===== config.mk =====
export PLATFORM = sky130hd
export DESIGN_NAME = alu_top
export DESIGN_NICKNAME = d
export VERILOG_FILES = /design/src/rtl/alu_pkg.sv /design/src/rtl/alu_decoder.sv /design/src/rtl/alu_top.sv
export SDC_FILE = /design/constraint.sdc
export NUM_CORES = 1
export LEC_CHECK = 0
export BUFFER_PORTS_ARGS = -buffer_cell sky130_fd_sc_hd__clkbuf_2
export CAP_MARGIN = 20
export CORE_MARGIN = 2
export CORE_UTILIZATION = 60
export DETAILED_ROUTE_END_ITERATION = 16
export PLACE_DENSITY = 0.82
export SYNTH_ARGS = -nofsm -noshare
export SYNTH_HDL_FRONTEND = slang
export SYNTH_SLANG_ARGS = --single-unit

===== constraint.sdc =====
create_clock -name clk -period 1.6 [get_ports clk]
set_clock_uncertainty 0.15 [all_clocks]
set_input_delay 0.24 -clock clk [delete_from_list [all_inputs] [get_ports clk]]
set_output_delay 0.24 -clock clk [all_outputs]
set_load 0.02 [all_outputs]

===== src/rtl/alu_pkg.sv =====
// Shared constants for the 16-bit ALU: width, unit selects, function codes, compare codes.
package alu_pkg;

  localparam int unsigned WIDTH_DEFAULT = 16;

  // Unit select, taken from ALU_FUN[3:2]
  localparam logic [1:0] ARITH = 2'b00;
  localparam logic [1:0] LOGIC = 2'b01;
  localparam logic [1:0] CMP   = 2'b10;
  localparam logic [1:0] SHIFT = 2'b11;

  // Arithmetic unit
  localparam logic [3:0] FUN_ADD  = 4'b0000;
  localparam logic [3:0] FUN_SUB  = 4'b0001;
  localparam logic [3:0] FUN_MUL  = 4'b0010;
  localparam logic [3:0] FUN_DIV  = 4'b0011;
  // Logic unit
  localparam logic [3:0] FUN_AND  = 4'b0100;
  localparam logic [3:0] FUN_OR   = 4'b0101;
  localparam logic [3:0] FUN_NAND = 4'b0110;
  localparam logic [3:0] FUN_NOR  = 4'b0111;
  // Compare unit
  localparam logic [3:0] FUN_CNOP = 4'b1000;
  localparam logic [3:0] FUN_CEQ  = 4'b1001;
  localparam logic [3:0] FUN_CGT  = 4'b1010;
  localparam logic [3:0] FUN_CLT  = 4'b1011;
  // Shift unit
  localparam logic [3:0] FUN_SRA1 = 4'b1100;
  localparam logic [3:0] FUN_SLA1 = 4'b1101;
  localparam logic [3:0] FUN_SRB1 = 4'b1110;
  localparam logic [3:0] FUN_SLB1 = 4'b1111;

  // Compare result codes (zero-extended onto CMP_Out)
  localparam logic [1:0] CMP_NONE = 2'd0;
  localparam logic [1:0] CMP_EQ   = 2'd1;
  localparam logic [1:0] CMP_GT   = 2'd2;
  localparam logic [1:0] CMP_LT   = 2'd3;

  // Unit field of a function code
  function automatic logic [1:0] unit_of(input logic [3:0] fun);
    return fun[3:2];
  endfunction

endpackage


===== src/rtl/alu_decoder.sv =====
// Unit decoder: function-code unit field to a one-hot enable (bit0 arith .. bit3 shift).
module alu_decoder
  import alu_pkg::*;
(
  input  logic [3:0] alu_fun,
  output logic [3:0] en_c
);

  // One-hot decode of the unit field
  always_comb begin
    en_c = '0;
    case (unit_of(alu_fun))
      ARITH:   en_c[0] = 1'b1;
      LOGIC:   en_c[1] = 1'b1;
      CMP:     en_c[2] = 1'b1;
      SHIFT:   en_c[3] = 1'b1;
      default: en_c    = '0;
    endcase
  end

endmodule


===== src/rtl/alu_top.sv =====
// Signed ALU with arithmetic, logic, compare and shift units, one-cycle registered results.
// Optional divider on code 0011 is built only when ALU_DIV_EN is defined; otherwise 0011 gives 0.
module alu_top
  import alu_pkg::*;
#(
  parameter int unsigned WIDTH = WIDTH_DEFAULT
) (
  input  logic                    clk,
  input  logic                    rst,
  input  logic signed [WIDTH-1:0] A,
  input  logic signed [WIDTH-1:0] B,
  input  logic        [3:0]       ALU_FUN,
  output logic signed [WIDTH-1:0] Arith_Out,
  output logic                    Arith_Flag,
  output logic        [WIDTH-1:0] Logic_Out,
  output logic                    Logic_Flag,
  output logic        [WIDTH-1:0] CMP_Out,
  output logic                    CMP_Flag,
  output logic        [WIDTH-1:0] Shift_Out,
  output logic                    Shift_Flag
);

  logic        [3:0]       en_c;
  logic signed [WIDTH-1:0] div_c;
  logic signed [WIDTH-1:0] arith_c;
  logic        [WIDTH-1:0] logic_c;
  logic        [1:0]       cmp_code_c;
  logic        [WIDTH-1:0] shift_c;

  alu_decoder u_decoder (
    .alu_fun (ALU_FUN),
    .en_c    (en_c)
  );

  // Signed divide, truncating toward zero; zero divisor and the -1 divisor handled explicitly
`ifdef ALU_DIV_EN
  always_comb begin
    div_c = '0;
    if (B == '0) begin
      div_c = '0;
    end else if (B == '1) begin
      div_c = -A;  // most-negative / -1 wraps back to most-negative
    end else begin
      div_c = A / B;
    end
  end
`else
  assign div_c = '0;
`endif

  // Arithmetic next value; add/sub/mul keep the low WIDTH bits (wrap)
  always_comb begin
    arith_c = '0;
    case (ALU_FUN)
      FUN_ADD: arith_c = A + B;
      FUN_SUB: arith_c = A - B;
      FUN_MUL: arith_c = A * B;
      FUN_DIV: arith_c = div_c;
      default: arith_c = '0;
    endcase
  end

  // Logic next value
  always_comb begin
    logic_c = '0;
    case (ALU_FUN)
      FUN_AND:  logic_c = A & B;
      FUN_OR:   logic_c = A | B;
      FUN_NAND: logic_c = ~(A & B);
      FUN_NOR:  logic_c = ~(A | B);
      default:  logic_c = '0;
    endcase
  end

  // Signed compare result code
  always_comb begin
    cmp_code_c = CMP_NONE;
    case (ALU_FUN)
      FUN_CNOP: cmp_code_c = CMP_NONE;
      FUN_CEQ:  cmp_code_c = (A == B) ? CMP_EQ : CMP_NONE;
      FUN_CGT:  cmp_code_c = (A > B)  ? CMP_GT : CMP_NONE;
      FUN_CLT:  cmp_code_c = (A < B)  ? CMP_LT : CMP_NONE;
      default:  cmp_code_c = CMP_NONE;
    endcase
  end

  // Logical one-bit shifts, zero fill (sign bit is not kept)
  always_comb begin
    shift_c = '0;
    case (ALU_FUN)
      FUN_SRA1: shift_c = A >> 1;
      FUN_SLA1: shift_c = A << 1;
      FUN_SRB1: shift_c = B >> 1;
      FUN_SLB1: shift_c = B << 1;
      default:  shift_c = '0;
    endcase
  end

  // Arithmetic unit register; cleared whenever another unit is selected
  always_ff @(posedge clk or negedge rst) begin
    if (!rst) begin
      Arith_Out  <= '0;
      Arith_Flag <= 1'b0;
    end else if (en_c[0]) begin
      Arith_Out  <= arith_c;
      Arith_Flag <= 1'b1;
    end else begin
      Arith_Out  <= '0;
      Arith_Flag <= 1'b0;
    end
  end

  // Logic unit register
  always_ff @(posedge clk or negedge rst) begin
    if (!rst) begin
      Logic_Out  <= '0;
      Logic_Flag <= 1'b0;
    end else if (en_c[1]) begin
      Logic_Out  <= logic_c;
      Logic_Flag <= 1'b1;
    end else begin
      Logic_Out  <= '0;
      Logic_Flag <= 1'b0;
    end
  end

  // Compare unit register; code zero-extended to WIDTH
  always_ff @(posedge clk or negedge rst) begin
    if (!rst) begin
      CMP_Out  <= '0;
      CMP_Flag <= 1'b0;
    end else if (en_c[2]) begin
      CMP_Out  <= WIDTH'(cmp_code_c);
      CMP_Flag <= 1'b1;
    end else begin
      CMP_Out  <= '0;
      CMP_Flag <= 1'b0;
    end
  end

  // Shift unit register
  always_ff @(posedge clk or negedge rst) begin
    if (!rst) begin
      Shift_Out  <= '0;
      Shift_Flag <= 1'b0;
    end else if (en_c[3]) begin
      Shift_Out  <= shift_c;
      Shift_Flag <= 1'b1;
    end else begin
      Shift_Out  <= '0;
      Shift_Flag <= 1'b0;
    end
  end

endmodule


Word level (Yosys, flattened, before mapping)
Cells that the tools add are included.
Widths: inputs -> output; s select.
{"block": "word_totals", "register_bits": 68}
{"block": "op_classes", "n_eq_ne": 17, "reduce_logical": 2, "n_mul": 1, "bitwise": 4, "add_sub_neg": 2, "order_cmp": 2, "n_mux": 19}
{"op": "$pmux 16 s4", "n": 2}
{"op": "$mux 16", "n": 3}
{"op": "$pmux 16 s3", "n": 1}
{"op": "$not 16->16", "n": 2}
{"op": "$eq 4x4->1 const B", "n": 7}
{"op": "$add 16x16->16", "n": 1}
{"op": "$and 16x16->16", "n": 1}
{"op": "$eq 16x16->1", "n": 1}
{"op": "$eq 4x3->1 const B", "n": 4}
{"op": "$gt 16x16->1", "n": 1}
{"op": "$lt 16x16->1", "n": 1}
{"op": "$mul 16x16->16", "n": 1}
{"op": "$or 16x16->16", "n": 1}
{"op": "$sub 16x16->16", "n": 1}
{"op": "$mux 1", "n": 9}
{"op": "$mux 2", "n": 3}
{"op": "$pmux 2 s3", "n": 1}
{"op": "$eq 2x2->1 const B", "n": 2}
{"op": "$eq 4x1->1 const B", "n": 1}
{"op": "$eq 4x2->1 const B", "n": 1}
{"op": "$logic_not 4->1", "n": 1}
{"op": "$eq 2x1->1 const B", "n": 1}
{"op": "$logic_not 2->1", "n": 1}

Logic depth before layout (Yosys ltp)
Gate-level depths: netlist of run 1.
{"block": "logic_depth", "word_depth": 4, "mapped_depth": 24, "ltp_nobuf": 23}

By module
From an unflattened synthesis of run 1, not the netlist that was laid out.
{"block": "unflattened", "hier_cells": 1023, "area_unflattened_um2": 8386.8}
{"mod": "alu_top", "instances": 1, "area_per_inst_um2": 8360.5, "cells_each": 1019}
{"mod": "alu_decoder", "instances": 1, "area_per_inst_um2": 26.3, "cells_each": 4}

Worst setup path before layout of run 1
No wires, ideal clock.
{"block": "synth_timing", "path_type": "input port to flip-flop", "start": "in B[1]", "end": "reg Arith_Out[15]", "path_stages": 20, "setup_ps": 128, "arrival_ps": 4918, "setup_slack_ps": -3597, "required_time_ps": 1322, "cell_sequence": "clkbuf_1 -> inv_1 -> nor2_1 -> fa_1 -> inv_1 -> fa_1 -> inv_1 -> fa_1 -> fa_1 -> inv_1 -> fa_1 -> fa_1 -> xnor2_1 -> xnor2_1 -> xnor2_1 -> xnor2_1 -> xnor3_1 -> xnor2_1 -> nand2_1 -> o31ai_2"}
{"block": "synth_via", "elab_chain_cells": 3, "word_cells_on_any_way": 5, "cone_classes": "add/sub (2); mul (1); mux (2)"}
{"element": "start: declaration", "line": "alu_top.sv:11", "rtl": "input logic signed [WIDTH-1:0] B,"}
{"element": "$mul 16x16->16 (tied with other cells)", "line": "alu_top.sv:57", "rtl": "FUN_MUL: arith_c = A * B;"}
{"element": "$pmux 16 s3 (*)", "line": "alu_top.sv:54", "rtl": "case (ALU_FUN)"}
{"element": "$mux 16 (*)", "line": "alu_top.sv:104", "rtl": "end else if (en_c[0]) begin"}
{"element": "end signal: assignment", "line": "alu_top.sv:105", "rtl": "Arith_Out <= arith_c;"}
{"element": "end: declaration", "line": "alu_top.sv:13", "rtl": "output logic signed [WIDTH-1:0] Arith_Out,"}
Every way passes the cells marked *; elsewhere a longest branch is shown, timed or not.

Worst setup path after layout of run 1
{"block": "layout_timing", "start": "in A[5]", "end": "reg Arith_Out[14]"}
{"block": "layout_via", "elab_chain_cells": 3, "word_cells_on_any_way": 5, "cone_classes": "add/sub (2); mul (1); mux (2)"}
{"element": "start: declaration", "line": "alu_top.sv:10", "rtl": "input logic signed [WIDTH-1:0] A,"}
{"element": "$mul 16x16->16 (tied with other cells)", "line": "alu_top.sv:57"}
{"element": "$pmux 16 s3 (*)", "line": "alu_top.sv:54"}
{"element": "$mux 16 (*)", "line": "alu_top.sv:104"}
Marks and branches as above.

==> run summary, run 1 <==
* highest fanout seen on the critical path: 6
* time the worst path needs with I/O delays and setup: 5.060 ns
* Root Buffer: clkbuf_16
* number of antenna violations at the first check in global routing: 0
* proportion of register bits with asynchronous set or reset after synthesis: 100.0%
* Crit path largest cell delay: 0.51 ns
* number of buffer cells added on primary ports: 91
* floorplan die area: 14800 sq um
* clock tree from TritonCTS: built
* Post-Synthesis Cells: 953
* num rows: 42
* min setup slack post-route: -3.460 ns
* number of slew-limit violations in the final report: 0
* Routability Congestion: 1.008
* DRC errors left: 0
* Top-Level Pins: 106
* overall die height: 121.7 microns
* clk slew on worst S/H paths: 0.08 ns
* required time of the critical path: 1.64 ns
* largest buffer count on any clock path: 2
* ys flop type: dfrtp_1
* final wirelength: 34820 microns
* largest net degree at the start of global routing: 55
* flip-flop and latch count after synthesis: 54
* total chip power: 17.86 mW
* outcome: complete, but fails checks
* total number of yosys warnings: 0
* signal arrival time at the worst endpoint: 5.10 ns
* DR vias: 9047
* static leakage: 6.082 nW
* mean routed wirelength per cell: 24.26 microns
* Worst Setup End Kind: register
* number of antenna repair diodes: 0
* power density over cell area: 1474 nW/um^2
* list of most frequent post-synthesis cells: 173 x inv_1, 111 x ha_1, 97 x nand2_1, 97 x nor2_1, 80 x fa_1
* type of the worst setup path: in -> reg
* final cycle utilization of the critical path: 316.2%
* H-tree level count: 2
* area after detailed placement: 10760 sq um
* achievable clock frequency: 197.6 MHz
* most frequent cell on the critical path: fa_1
* Clock Sinks: 54
* Floorplan Core Area: 13400 sq um
* sequence of cells on the critical path: buf_8 > buf_6 > buf_4 > ha_1 > a31oi_2 > fa_1 > fa_1 > fa_1 > inv_1 > fa_1 > inv_1 > fa_1 > inv_2 > ha_4 > and3_4 > a21oi_2 > o21ai_2 > nor4_2 > nor3_1 > xnor2_1 > o22ai_1
* fraction of the yosys area taken by sequential cells: 16.27%
* post-route setup TNS: -36.28 ns
* total congestion overflow: 0
* highest-delay cell along the critical path: fa_1
* number of nets in the layout: 1487
* worst IR drop on VDD: 1992 uV
* via count of the first global-routing pass: 8980
* Final Setup Violations: 17
* type of element launching the critical path: input port
* Least-Margin Pin Slew: 0.5820 ns
* number of iterations in the first detailed-routing pass: 8
* initial standard-cell utilization of the core: 61.98%
* initial DRC count: 1246
* non-filler instance count after layout: 1435
* leading area contributor after synthesis: fa_1
* global-route wire length before repair: 48210 microns
* unrepaired setup endpoints after global routing: yes
* Area Growth Syn to Fin: 45.87%
* ranking of synthesized cells by area: fa_1 19%, ha_1 17%, dfrtp_1 16%
* remaining number of nets flagged by the antenna check after routing: 0
* number of enable flip-flop cells after synthesis: 0
* number of CTS-inserted buffers: 5
* Core Util, Final: 90.41%
* path category of the worst min-delay check: in -> reg
* share of Yosys cell area claimed by the top area cell type: 19.28%
* max-cap violation count: 0
* fin area: 12120 sq um
* Via-to-Cell Ratio: 6.305
* violations in the final reports: negative setup slack
* distinct cell type count of the synthesized netlist: 64
* slew margin rel.: 60.87%
* combined area of all synthesized cells: 8305 sq um
* Post-Syn Area per Cell: 8.715 sq um
* total count of hold-check failures in the final report: 0
* most instantiated library cell after synthesis: inv_1
* GRT Resource Usage Total: 43.37%
* placed cells: 1394
* proportion of layout cells with a drive suffix above 1: 40.67%
* die outline width: 121.7 microns
* half-perimeter wire length after placement: 23460 microns
-- cells by family (layout without fill, tap and decap cells) --
logic type,count (synthesis),in the layout,share of synthesized area (%)
other,1,14,0.04515
multiplexers,19,19,4.399
flip-flops,54,54,16.27
adder cells (fa/ha/maj),191,191,36.00
XOR/XNOR,68,68,7.337
AND/OR/NAND/NOR,262,262,13.65
AO/OA/AOI/OAI,130,130,11.03
buffers and inverters,228,521,11.27
-- registers in the layout, summed over array words and instances, names as in the netlist --
signal,cells
Arith_Flag,1
Logic_Flag,1
Arith_Out,16
Logic_Out,16
CMP_Flag,1
Shift_Flag,1
Shift_Out,16
CMP_Out,2
-- routing by layer --
metal / track usage [%] / vias to the layer above / routed length, microns
li1: - / 3628 / -
met1: 54.06 / 4287 / 11390
met2: 72.19 / 828 / 15860
met3: 7.257 / 304 / 4232
met4: 23.42 / 0 / 3332
met5: 0 / - / 0
-- metrics by stage --
stage	hold slack, ns	setup slack (ns)
final	0.05830	-3.460
after detailed placement	0.1136	-3.723
after global routing	0.04580	-3.605
after floorplan	-0.2056	-3.245
after CTS	0.03497	-3.187
after global placement	0.1012	-3.609
-- final cells by class --
class / count / area (sq um)
Clock buffer: 5 / 125.1
Tap cell: 176 / 220.2
Fill cell: 525 / 1285
Sequential cell: 54 / 1351
Inverter: 177 / 748.2
Clock inverter: 3 / 28.78
Timing Repair Buffer: 336 / 2749
Multi-Input combinational cell: 684 / 6893
-- layout by cell type, fill, tap and decap left out, types with 6 or more instances in the layout --
cell,count
buf_6,33
a211oi_1,7
ha_1,72
xnor2_1,51
ha_2,9
inv_1,143
clkbuf_16,13
nor2_1,78
nor3_1,18
xor2_1,12
nor2_4,9
conb_1,14
o21ai_0,18
buf_8,7
fa_2,7
nand2_2,7
clkbuf_2,77
nor2b_1,21
mux4_2,14
inv_2,20
ha_4,30
fa_1,73
buf_12,6
buf_4,200
a21oi_1,26
o22ai_1,8
inv_8,7
dfrtp_1,54
nand2_1,86
nor2_2,10
-- critical path, delay by kind of cell --
kind                     cells  cell delay [ns]
AO/OA/AOI/OAI                4             0.52
XOR/XNOR                     1             0.20
adder cells (fa/ha/maj)      7             3.01
buffers and inverters        6             0.55
AND/OR/NAND/NOR              3             0.58
-- path summary, 6_finish.rpt --
kind                       slack, ns       start  cells after the start             to
worst max-delay path           -3.46        A[5]                     21  Arith_Out[14]
worst min-delay path            0.06  ALU_FUN[3]                      2     Arith_Flag
max in group asynchronous       0.71         rst                      3     Arith_Flag
min in group asynchronous       0.32         rst                      3   Arith_Out[7]
-- where the power goes --
part           internal, mW  leakage (nW)  switching (mW)
logic                  7.21          5.28            7.89
clock network         0.600        0.0759           0.588
registers              1.49         0.728          0.0747
total                  9.30          6.08            8.55
-- repair_timing --
item	4_1_cts	5_1_grt
hold endpoints to repair	54	0
pin swaps	54	44
setup endpoints to repair	17	17
hold buffers	1	0
gates resized for setup	135	55
buffers inserted	20	15
Note: power is estimated with default switching activity, not from simulation.
==> run 2: changes to the inputs <==
--- a/config.mk
+++ b/config.mk
@@ -11,6 +11,7 @@
 export CORE_UTILIZATION = 60
 export DETAILED_ROUTE_END_ITERATION = 16
 export PLACE_DENSITY = 0.82
+export SKIP_LAST_GASP = 1
 export SYNTH_ARGS = -nofsm -noshare
 export SYNTH_HDL_FRONTEND = slang
 export SYNTH_SLANG_ARGS = --single-unit
==> constraint.sdc (replaced) <==
create_clock -name clk -period 6.6 [get_ports clk]
set_clock_uncertainty 0.15 [all_clocks]
set_input_delay 0.99 -clock clk [delete_from_list [all_inputs] [get_ports clk]]
set_output_delay 0.99 -clock clk [all_outputs]
set_load 0.02 [all_outputs]
==> run summary, run 2 (same netlist as run 1, synthesis figures left out) <==
* Routability Congestion: 1.046
* global-route wire length before repair: 36920 microns
* Worst Setup End Kind: register
* die outline width: 121.7 microns
* time the worst path needs with I/O delays and setup: 6.098 ns
* routed metal-1 wire length: 9055 microns
* number of antenna violations at the first check in global routing: 0
* signal arrival time at the worst endpoint: 6.16 ns
* number of slew-limit violations in the final report: 0
* DR vias: 6911
* overall die height: 121.7 microns
* Via-to-Cell Ratio: 5.688
* largest net degree at the start of global routing: 55
* number of gates resized after CTS: 0
* total length of routed met3 wires: 2277 microns
* achievable clock frequency: 164.0 MHz
* initial standard-cell utilization of the core: 61.98%
* max-cap violation count: 0
* Crit. Startpoint: B[7]
* required time of the critical path: 6.66 ns
* Core Util, Final: 67.87%
* final cycle utilization of the critical path: 92.40%
* power density over cell area: 311.2 nW/um^2
* initial DRC count: 742
* static leakage: 4.804 nW
* cts hold-fix bufs: 0
* number of iterations in the first detailed-routing pass: 6
* GRT Resource Usage Total: 32.38%
* outcome: finished, final reports clean
* fin area: 9095 sq um
* most common cell after layout, fill and taps aside: inv_1
* largest buffer count on any clock path: 2
* clock tree from TritonCTS: built
* Root Buffer: clkbuf_16
* worst IR drop on VDD: 221.3 uV
* total length of routed met2 wires: 10580 microns
* clk slew on worst S/H paths: 0.07 ns
* type of element launching the critical path: input port
* Least-Margin Pin Slew: 0.6702 ns
* area after detailed placement: 8946 sq um
* final wirelength: 22730 microns
* Post-CTS Setup Repair Bufs: 0
* number of nets in the layout: 1267
* Clock Sinks: 54
* Final Setup Violations: 0
* remaining number of nets flagged by the antenna check after routing: 0
* highest fanout seen on the critical path: 9
* number of CTS-inserted buffers: 5
* mean routed wirelength per cell: 18.71 microns
* num rows: 42
* total chip power: 2.831 mW
* Top-Level Pins: 106
* via count of the first global-routing pass: 7112
* highest metal layer with signal wires: met4
* floorplan die area: 14800 sq um
* type of the worst setup path: in -> reg
* capture point of the worst path: Arith_Out[15]
* proportion of layout cells with a drive suffix above 1: 14.73%
* number of antenna repair diodes: 0
* min setup slack post-route: 0.5015 ns
* tightest hold margin: 0.6550 ns
* Regs by FF count: Arith_Out: 16 flops, Logic_Out: 16 flops, Shift_Out: 16 flops
* total count of hold-check failures in the final report: 0
* path category of the worst min-delay check: in -> async
* Floorplan Core Area: 13400 sq um
* DRC errors left: 0
* post-route setup TNS: 0 ns
* H-tree level count: 2
* unrepaired setup endpoints after global routing: no
* total congestion overflow: 0
* Area Growth Syn to Fin: 9.506%
* slew margin rel.: 55.32%
* worst slack at placement: 0.2476 ns
* most frequent cells in the layout: 173 x inv_1, 111 x ha_1, 97 x nor2_1, 97 x nand2_1, 91 x clkbuf_2
* number of buffer cells added on primary ports: 91
* placed cells: 1207
* non-filler instance count after layout: 1215
* half-perimeter wire length after placement: 18640 microns
## run 2: changes by cell type in the layout (fill, tap and decap cells not counted), sizes merged
| cell | delta |
|---|---|
| clkinvlp | +1 |
| buf | -221 |
| clkinv | -1 |
| clkbuf | +2 |
| dlygate4sd3 | -1 |
## run 2: worst min path at each step
stage          from  slack, ns       endpoint
3_5_place_dp    rst        1.0   Arith_Out[4]
3_3_place_gp    rst       0.98   Arith_Out[4]
6_report        rst       0.66  Arith_Out[10]
5_1_grt         rst       0.72   Arith_Out[7]
4_1_cts         rst       0.69   Arith_Out[5]
2_1_floorplan   rst       0.54     Arith_Flag
## run 2: worst max-delay path, stage by stage
cell      delay [ns]
clkbuf_2        0.23
ha_1            0.27
inv_1           0.11
fa_1            0.53
fa_1            0.53
inv_1           0.06
fa_1            0.49
fa_1            0.50
inv_1           0.05
fa_1            0.46
fa_1            0.40
xnor2_1         0.18
xnor2_1         0.15
xnor2_1         0.15
xnor2_1         0.15
xnor3_1         0.45
xnor2_1         0.28
nand2_1         0.12
o31ai_2         0.06
## run 2: layer usage
layer | global-route usage, % | vias up
li1 | - | 3177
met1 | 43.52 | 3304
met2 | 51.72 | 357
met3 | 6.601 | 73
met4 | 12.72 | 0
met5 | 0 | -
## run 2: layout make-up
class | instances | area [sq um]
tap | 176 | 220.2
timing repair buffer | 116 | 643.1
inverter | 177 | 664.4
clock inverter | 3 | 23.77
clock buffer | 5 | 125.1
sequential | 54 | 1351
fill | 1120 | 4305
multi-input combinational | 684 | 6067
## run 2: report_power, final
group | total, mW | internal (mW) | leakage [nW] | switching (mW)
sequential | 0.372 | 0.362 | 0.728 | 0.00991
combinational | 2.19 | 0.949 | 4.01 | 1.24
clock | 0.272 | 0.142 | 0.0664 | 0.130
total | 2.83 | 1.45 | 4.80 | 1.38
